File: src/rtl/sig_refine_bank.sv
// sig_refine_bank: per-channel synchroniser, glitch filter and edge detector
// for slow asynchronous inputs such as SPI/QPI sck and cs.
// Optional feature macro: SIG_REFINE_ACTIVITY_EN compiles in the per-channel
// activity stretcher that drives the activity outputs. Without it, activity
// is tied low and no stretch counters exist.
module sig_refine_bank #(
  parameter int unsigned         CHANNELS     = 4,
  parameter int unsigned         SYNC_STAGES  = 2,
  parameter int unsigned         FILTER_LEN   = 3,
  parameter logic [CHANNELS-1:0] RESET_LEVEL  = '0,
  parameter int unsigned         STRETCH_BITS = 20
) (
  input  logic                clk,
  input  logic                rst,
  input  logic [CHANNELS-1:0] in,
  output logic [CHANNELS-1:0] out,
  output logic [CHANNELS-1:0] rise,
  output logic [CHANNELS-1:0] fall,
  output logic [CHANNELS-1:0] activity
);

  localparam int unsigned      CNT_W    = $clog2(FILTER_LEN + 1);
  localparam logic [CNT_W-1:0] CNT_LAST = CNT_W'(FILTER_LEN - 1);

  logic [SYNC_STAGES-1:0][CHANNELS-1:0] sync_q;
  logic [CHANNELS-1:0]                  s;
  logic [CHANNELS-1:0][CNT_W-1:0]       cnt_q;
  logic [CHANNELS-1:0][CNT_W-1:0]       cnt_d;
  logic [CHANNELS-1:0]                  accept;

  // Synchroniser shift chain; stage 0 captures the raw input
  always_ff @(posedge clk) begin
    if (rst) begin
      sync_q <= {SYNC_STAGES{RESET_LEVEL}};
    end else begin
      sync_q <= {sync_q[SYNC_STAGES-2:0], in};
    end
  end

  assign s = sync_q[SYNC_STAGES-1];

  // Agreement counter: restart whenever the sample matches the accepted level
  always_comb begin
    cnt_d  = '0;
    accept = '0;
    for (int i = 0; i < int'(CHANNELS); i++) begin
      if (s[i] != out[i]) begin
        if (cnt_q[i] == CNT_LAST) begin
          accept[i] = 1'b1;
        end else begin
          cnt_d[i] = cnt_q[i] + CNT_W'(1);
        end
      end
    end
  end

  // Accepted level and single-cycle edge pulses, aligned with the new level
  always_ff @(posedge clk) begin
    if (rst) begin
      cnt_q <= '0;
      out   <= RESET_LEVEL;
      rise  <= '0;
      fall  <= '0;
    end else begin
      cnt_q <= cnt_d;
      out   <= out ^ accept;
      rise  <= accept & s;
      fall  <= accept & ~s;
    end
  end

`ifdef SIG_REFINE_ACTIVITY_EN
  logic [CHANNELS-1:0][STRETCH_BITS-1:0] stretch_q;
  logic [CHANNELS-1:0][STRETCH_BITS-1:0] stretch_d;

  // Reload on every accepted edge, otherwise count down to zero
  always_comb begin
    stretch_d = '0;
    for (int i = 0; i < int'(CHANNELS); i++) begin
      if (accept[i]) begin
        stretch_d[i] = '1;
      end else if (stretch_q[i] != '0) begin
        stretch_d[i] = stretch_q[i] - STRETCH_BITS'(1);
      end
    end
  end

  // Activity is registered alongside the counter it reflects
  always_ff @(posedge clk) begin
    if (rst) begin
      stretch_q <= '0;
      activity  <= '0;
    end else begin
      stretch_q <= stretch_d;
      for (int i = 0; i < int'(CHANNELS); i++) begin
        activity[i] <= (stretch_d[i] != '0);
      end
    end
  end
`else
  assign activity = '0;
`endif

endmodule

File: config.mk
export PLATFORM = sky130hd
export DESIGN_NAME = sig_refine_bank
export DESIGN_NICKNAME = d
export VERILOG_FILES = /design/src/rtl/sig_refine_bank.sv
export SDC_FILE = /design/constraint.sdc
export NUM_CORES = 1
export LEC_CHECK = 0
export CORE_MARGIN = 4
export CORE_UTILIZATION = 41
export DETAILED_ROUTE_END_ITERATION = 8
export DONT_BUFFER_PORTS = 1
export HOLD_SLACK_MARGIN = 0.1
export PLACE_DENSITY = 0.64
export SLEW_MARGIN = 25
export SYNTH_ARGS = -nofsm -noshare
export SYNTH_HDL_FRONTEND = slang
export SYNTH_SLANG_ARGS = --single-unit
File: constraint.sdc
create_clock -name clk -period 2.09 [get_ports clk]
set_clock_uncertainty 0.2 [all_clocks]
set_input_delay 0.418 -clock clk [delete_from_list [all_inputs] [get_ports clk]]
set_output_delay 0.418 -clock clk [all_outputs]
set_load 0.05 [all_outputs]
==> summary.md, run 1 <==
| Metric | Value |
|---|---|
| Routability cong. | `0.613` |
| ANT nets after route | `0` |
| Cell Area, Synth | `1000 um^2` |
| ANT cells | `0` |
| Die height | `~57 um` |
| Crit end category | `output pin` |
| Worst min path class | `in2reg` |
| Final wirelength | `1.37 mm` |
| Commonest non-fill, non-tap cell in the layout | `dfxtp_1` |
| Worst Path Required | `1.47 ns` |
| Flop pwr share | `0.683` |
| Die area | `3300 um^2` |
| Htree depth | `1` |
| Buffers on Ports | `0` |
| Initial antenna violation count | `0` |
| CTS tree | `yes` |
| Top Usage Layer GRT | `met2` |
| Syn. warnings | `0` |
| Pwr Total | `0.804 mW` |
| Period minus WS final | `1.68 ns` |
| Area grow syn2layout | `5.11%` |
| Die Wd | `approximately 57 um` |
| Residual DRC | `0` |
| LEAKAGE | `0.368 nW` |
| Status | `finished clean` |
| Worst-Margin Slew | `0.855 ns` |
| Pwr/cell area | `763 nW/um^2` |
| Clk sinks | `28` |
| Final worst slack | `slightly above 0.4 ns` |
| Fin Setup TNS | `0 ns` |
| Grt met3 use | `0.0317` |
| Synthesized flop and latch total | `28` |
| Critical path depth | `0` |
| R2r endpoint | `cnt_q[4]$_SDFF_PP0_` |
| Largest net degree at the start of global routing | `23` |
| Clock root cell | `clkbuf_4` |
| Switch share | `0.220` |
| CP max FO | `5` |
| Worst-Skew Late Latency | `about 0.31 ns` |
| Post_cts resized | `0` |
| VDD IR max | `0.000290 V` |
| RSZ-0062 raised after global routing | `false` |
| Most frequent cells in the layout | `dfxtp_1 (28), nor2b_1 (8), nor4_1 (6), and4bb_2 (6), dlygate4sd3_1 (5)` |
| Global-route usage over all layers | `0.0896` |
| Cells after synthesis | `80` |
| Total CTS buffers | `3` |
| Initial core utilization | `0.441` |
| Combinational Power Share | `0.056` |
| Met1 Resource Use GR | `0.107` |
| Sw power | `0.177 mW` |
| Final setup fails | `0` |
| Worst endpoint data arrival time | `approximately 1.1 ns` |
| Critical path class | `reg2out` |
| Met2 layer usage reported by global route | `0.134` |
| Setup Fix Bufs, Post-CTS | `0` |
| Max-slew violations | `0` |
| Vias in the first global route | `490` |
| First-pass DRT Iterations | `4` |
| 1st-iter DRT viols | `7` |
| WL/cell | `approximately 12 um` |
| R2r setup slk | `about 0.65 ns` |
| Hold Buf Count CTS | `5` |
| First-pass GRT wire length | `2.24 mm` |
| Global route overflow | `0` |
| P_int | `0.627 mW` |
| Max cap viols | `0` |
| Hpwl dp | `around 860 um` |
| Count of cell types in the netlist | `16` |
| Vias | `~540` |
| Cell Rows | `17` |
| Avg Cell Area, Syn | `roughly 13 um^2` |
| Setup WS pre-CTS | `0.671 ns` |
| Core region area | `2280 um^2` |
| Vias per cell | `4.83` |
| Seq/Total Area, Yosys | `0.559` |
| Final hold violations | `0` |
| Layout cell share with drive strength beyond 1 | `0.131` |
| Relative slew slack | `0.428` |
| Period utilization | `0.802` |
| Max Fclk | `between 500 and 600 MHz` |
| Core Util, Final | `0.463` |
| Nets | `96` |
| Num ports | `22` |
| Clock slew at reported path FFs | `0.13 ns` |
| Clock power share | `0.261` |
| Setup crit start kind | `register` |
| Clock Tree Buf Depth | `2` |
| Critical Path Sink | `out[3]` |
| R2R depth | `2` |
metrics by stage:
stage               hold slack (ns)  std cells  instance area [um^2]
global placement              0.203        104                   982
global route                  0.102        112                  1050
finish                        0.145        112                  1050
CTS                           0.126        112                  1050
detailed placement            0.211        104                   982
floorplan                     0.198         83                  1010
power by group through the flow:
stage                     clock, mW  combinational (mW)  sequential (mW)
after floorplan                   0              0.0489            0.559
after global placement            0              0.0312            0.561
after detailed placement          0              0.0318            0.561
after CTS                     0.224              0.0453            0.549
after global routing          0.247              0.0494            0.551
final                         0.210              0.0454            0.549
Yosys cell counts:
| cell | number | area share |
|---|---|---|
| dfxtp_1 | 28 | 0.56 |
| nor2b_1 | 8 | 0.050 |
| and4bb_2 | 6 | 0.075 |
| nor4_1 | 6 | 0.037 |
| buf_4 | 4 | 0.030 |
| ha_1 | 4 | 0.050 |
| inv_1 | 4 | 0.015 |
| mux2i_1 | 4 | 0.040 |
| nor2_1 | 4 | 0.015 |
| xnor2_1 | 4 | 0.035 |
| buf_6 | 2 | 0.022 |
| nor4bb_1 | 2 | 0.020 |
| buf_8 | 1 | 0.015 |
| conb_1 | 1 | 0.0037 |
| nor4_2 | 1 | 0.012 |
| nor4_4 | 1 | 0.021 |
how the worst min path moves through the flow:
| stage | from | end | slack (ns) | depth (start not counted) |
|---|---|---|---|---|
| CTS | rst | fall[3]$_SDFF_PP0_ | 0.13 | 1 |
| global placement | cnt_q[6]$_SDFF_PP0_ | cnt_q[6]$_SDFF_PP0_ | 0.20 | 1 |
| detailed placement | cnt_q[0]$_SDFF_PP0_ | cnt_q[0]$_SDFF_PP0_ | 0.21 | 1 |
| finish | rst | rise[0]$_SDFF_PP0_ | 0.15 | 1 |
| global route | rst | rise[0]$_SDFF_PP0_ | 0.10 | 1 |
| floorplan | cnt_q[0]$_SDFF_PP0_ | cnt_q[0]$_SDFF_PP0_ | 0.20 | 1 |
area by class of cell:
cell class	instances	area, um^2
inverter	4	15.0
multi-input combinational	44	372
clock buffer	3	22.5
tap	28	35.0
timing repair buffer	5	50.0
sequential	28	561
fill	206	1220
logic make-up (layout without fill, tap and decap cells):
logic type	Yosys count	in the layout	share of synthesized area
xor gates and xnor gates	4	4	0.0349
adders and majority gates	4	4	0.0499
buffers and inverters	11	12	0.0823
DFF	28	28	0.559
muxes	4	4	0.0399
other	1	4	0.00374
and+or+nand+nor	28	28	0.231
per-layer routing:
metal | up-vias | routed length (um)
met2 | 13 | 655
li1 | 276 | -
met1 | 250 | 622
met5 | - | 0
met4 | 0 | 16
met3 | 2 | 77
(Power assumes the default switching activity.)
==> inputs of run 2 (changes only) <==
--- a/config.mk
+++ b/config.mk
@@ -5,6 +5,7 @@
 export SDC_FILE = /design/constraint.sdc
 export NUM_CORES = 1
 export LEC_CHECK = 0
+export ABC_AREA = 1
 export CORE_MARGIN = 4
 export CORE_UTILIZATION = 41
 export DETAILED_ROUTE_END_ITERATION = 8
==> constraint.sdc (replaced) <==
create_clock -name clk -period 1.55 [get_ports clk]
set_clock_uncertainty 0.2 [all_clocks]
set_input_delay 0.31 -clock clk [delete_from_list [all_inputs] [get_ports clk]]
set_output_delay 0.31 -clock clk [all_outputs]
set_load 0.05 [all_outputs]
==> run 2 against run 1 <==
Hold slack better by 0.066 ns. Sequential power rose by 35%. Setup slack got worse by 0.34 ns. Non-clock buffer count up 5. Sequential cell count did not move. Global-route usage grew 1.3 points. Via count grew 31%. Cell count rose by 44%. Combinational power is 68% higher. Largest power group unchanged.
==> summary.md, run 2 <==
| Metric | Value |
|---|---|
| Status | `finished clean (unchanged)` |
| Die area | `3500 um^2 (was 3300 um^2)` |
| Nets | `142 (was 96)` |
| Pwr Total | `1.16 mW (was 0.804 mW)` |
| First-pass DRT Iterations | `4 (unchanged)` |
| Most frequent cells after synthesis | `dfxtp_1 (28), inv_1 (24), nand2_1 (20), nor2_1 (16), nor2_2 (8) (was dfxtp_1 (28), nor2b_1 (8), and4bb_2 (6), nor4_1 (6))` |
| Post-synthesis xor/xnor area fraction | `0 (was 0.0349)` |
| Cell with the most instances after synthesis | `dfxtp_1 (unchanged)` |
| Period utilization | `0.954` |
| Clock Tree Buf Depth | `2 (unchanged)` |
| Vias in the first global route | `659 (was 490)` |
| Initial core utilization | `0.430 (was 0.441)` |
| Number of synthesized flops with an enable pin | `0 (unchanged)` |
| Crit end category | `output pin (unchanged)` |
| Core region area | `2500 um^2 (was 2280 um^2)` |
| Cell Area, Synth | `1070 um^2 (was 1000 um^2)` |
| Vias per cell | `4.39 (was 4.83)` |
| Largest net degree at the start of global routing | `16 (was 23)` |
| Async S/R FF share, synth | `0 (unchanged)` |
| Hpwl dp | `1.10 mm (was 865 um)` |
| Residual DRC | `0 (unchanged)` |
| Final wirelength | `1.51 mm (was 1.37 mm)` |
| Worst Path Required | `1.04 ns (was 1.47 ns)` |
| Most frequent cells in the layout | `dfxtp_1 (28), inv_1 (24), nand2_1 (20), nor2_1 (16), nor2_2 (8) (was dfxtp_1 (28), nor2b_1 (8), nor4_1 (6), and4bb_2 (6), dlygate4sd3_1 (5))` |
| Clock root cell | `clkbuf_4 (unchanged)` |
| CP max FO | `1 (was 5)` |
| Cells after synthesis | `120 (was 80)` |
| First-pass GRT wire length | `2.73 mm (was 2.24 mm)` |
| Seq/Total Area, Yosys | `0.522 (was 0.559)` |
| Count of cell types in the netlist | `13 (was 16)` |
| CTS tree | `yes (unchanged)` |
| Worst endpoint data arrival time | `0.97 ns (was 1.06 ns)` |
| Final setup fails | `0 (unchanged)` |
| WL/cell | `9.40 um (was 12.3 um)` |
| LEAKAGE | `0.505 nW (was 0.368 nW)` |
| Max Fclk | `between 600 and 700 MHz` |
| Largest family of logic cells by synthesized area | `simple AND/OR/NAND/NOR gates (unchanged)` |
| Max-slew violations | `0 (unchanged)` |
| Die Wd | `59.2 um (was 57.5 um)` |
| Total CTS buffers | `3 (unchanged)` |
| RSZ-0062 raised after global routing | `false (unchanged)` |
| Global-route usage over all layers | `0.102 (was 0.0896)` |
| VDD IR max | `0.000772 V (was 0.000290 V)` |
| Setup crit start kind | `register (unchanged)` |
| Synth area leader | `dfxtp_1 (unchanged)` |
| Htree depth | `1 (unchanged)` |
| ANT cells | `0 (unchanged)` |
| Cell Rows | `18 (was 17)` |
| Placed cell count | `151 (was 104)` |
| Routability cong. | `0.771 (was 0.613)` |
| Global route overflow | `0 (unchanged)` |
| Final hold violations | `0 (unchanged)` |
| Layout cell share with drive strength beyond 1 | `0.160 (was 0.131)` |
| Vias | `707 (was 541)` |
| Buffers on Ports | `0 (unchanged)` |
| Max cap viols | `0 (unchanged)` |
| 1st-iter DRT viols | `11 (was 7)` |
| Syn. warnings | `0 (unchanged)` |
| Area grow syn2layout | `12.0% (was 5.11%)` |
| Fin Setup TNS | `0 ns (unchanged)` |
| Non-Filler Instances | `161 (was 112)` |
| Relative slew slack | `0.557 (was 0.428)` |
| Critical path class | `reg2out (unchanged)` |
| Initial antenna violation count | `0 (unchanged)` |
| Pwr/cell area | `963 nW/um^2 (was 763 nW/um^2)` |
| Worst-Skew Late Latency | `0.32 ns (was 0.31 ns)` |
| Main flop type after synthesis | `dfxtp_1 (unchanged)` |
| Commonest non-fill, non-tap cell in the layout | `dfxtp_1 (unchanged)` |
| Die height | `59.2 um (was 57.5 um)` |
| Num ports | `22 (unchanged)` |
| Avg Cell Area, Syn | `8.96 um^2 (was 12.5 um^2)` |
| Clk sinks | `28 (unchanged)` |
| Worst min path class | `reg2reg (was in2reg)` |
| Synthesized flop and latch total | `28 (unchanged)` |
| Post-synthesis simple-gate area fraction | `0.270 (was 0.231)` |
| Adder-cell share of the synthesized area | `0.0466 (was 0.0499)` |
| Worst-Margin Slew | `0.665 ns (was 0.855 ns)` |
| Mux cell area share after synthesis | `0 (was 0.0399)` |
| Setup Fix Bufs, Post-CTS | `0 (unchanged)` |
| Core Util, Final | `0.481 (was 0.463)` |
| Area share of the largest cell type after synthesis | `0.522 (was 0.559)` |
| Clock slew at reported path FFs | `0.14 ns (was 0.13 ns)` |
| Most area-consuming cells after synthesis | `dfxtp_1 (52%), inv_1 (8.4%), nand4_4 (7.9%), nand2_1 (7.0%), nor2_1 (5.6%) (was dfxtp_1 (56%), and4bb_2 (7.5%), ha_1 (5.0%), nor2b_1 (5.0%), mux2i_1 (4.0%))` |
| Period minus WS final | `1.48 ns` |
| Synth Area in Compound Gates | `0.0186 (was 0)` |
| ANT nets after route | `0 (unchanged)` |
[run 2: cell types whose count changed in the layout (fill, tap and decap cells not counted), moves of 6 or more]
cell,change
nor2_2,+8
nand2_1,+20
inv_1,+20
nor2_1,+12
nor4_1,-6
and4bb_2,-6
nor2b_1,-8
[run 2: metal layers]
| metal | vias up | part of all wire | GRT usage |
|---|---|---|---|
| met5 | - | 0 | 0 |
| met4 | 0 | 0 | 0.0194 |
| met3 | 0 | 0.087 | 0.0501 |
| met2 | 21 | 0.49 | 0.175 |
| met1 | 315 | 0.42 | 0.116 |
| li1 | 371 | - | - |
[run 2: cell families after synthesis]
group           count (synthesis)
buf+inv                        31
flops                          28
compound gates                  4
other cells                     1
fa+ha+maj                       4
simple gates                   52
[run 2: final cells by class]
type	count	area [um^2]
Multi-Input combinational cell	64	375
Sequential cell	28	561
Tap cell	30	37.5
Clock buffer	4	36.3
Inverter	25	101
Fill cell	233	1300
Timing Repair Buffer	10	92.6
[run 2: path summary, 6_finish.rpt]
kind                             start              end  slack [ns]  depth (start not counted)
setup / recovery    rise[1]$_SDFF_PP0_          rise[1]        0.07                          0
hold / removal    sync_q[3]$_SDFF_PP0_  s[3]$_SDFF_PP0_        0.21                          2
setup reg to reg  sync_q[1]$_SDFF_PP0_  s[1]$_SDFF_PP0_        0.32                          3
hold reg to reg   sync_q[3]$_SDFF_PP0_  s[3]$_SDFF_PP0_        0.21                          2
[run 2: report_power, final]
group	leakage [nW]	internal, mW	total, mW	switching, mW
sequential	0.228	0.733	0.739	0.00622
clock	0.0210	0.144	0.344	0.200
combinational	0.256	0.0238	0.0762	0.0524
[run 2: metrics by stage]
step | worst slack, ns | hold slack (ns) | area (um^2)
2_1_floorplan | 0.219 | 0.188 | 1090
3_3_place_gp | 0.407 | 0.183 | 1100
3_5_place_dp | 0.374 | 0.184 | 1100
4_1_cts | 0.00867 | 0.214 | 1200
5_1_grt | 0.0184 | 0.227 | 1200
6_report | 0.0707 | 0.212 | 1200
[run 2: tightest hold or removal path, delay by kind of cell, from the launching register on]
family,cells,cell delay (ns)
buffers and inverters,1,0.04
DFF,1,0.32
and+or+nand+nor,1,0.03
[run 2: what timing repair did]
action / 4_1_cts / 5_1_grt
endpoints found under the hold margin: 28 / 0
setup endpoints to repair: 0 / 10
gates resized for setup: 0 / 1
hold buffers: 6 / 0
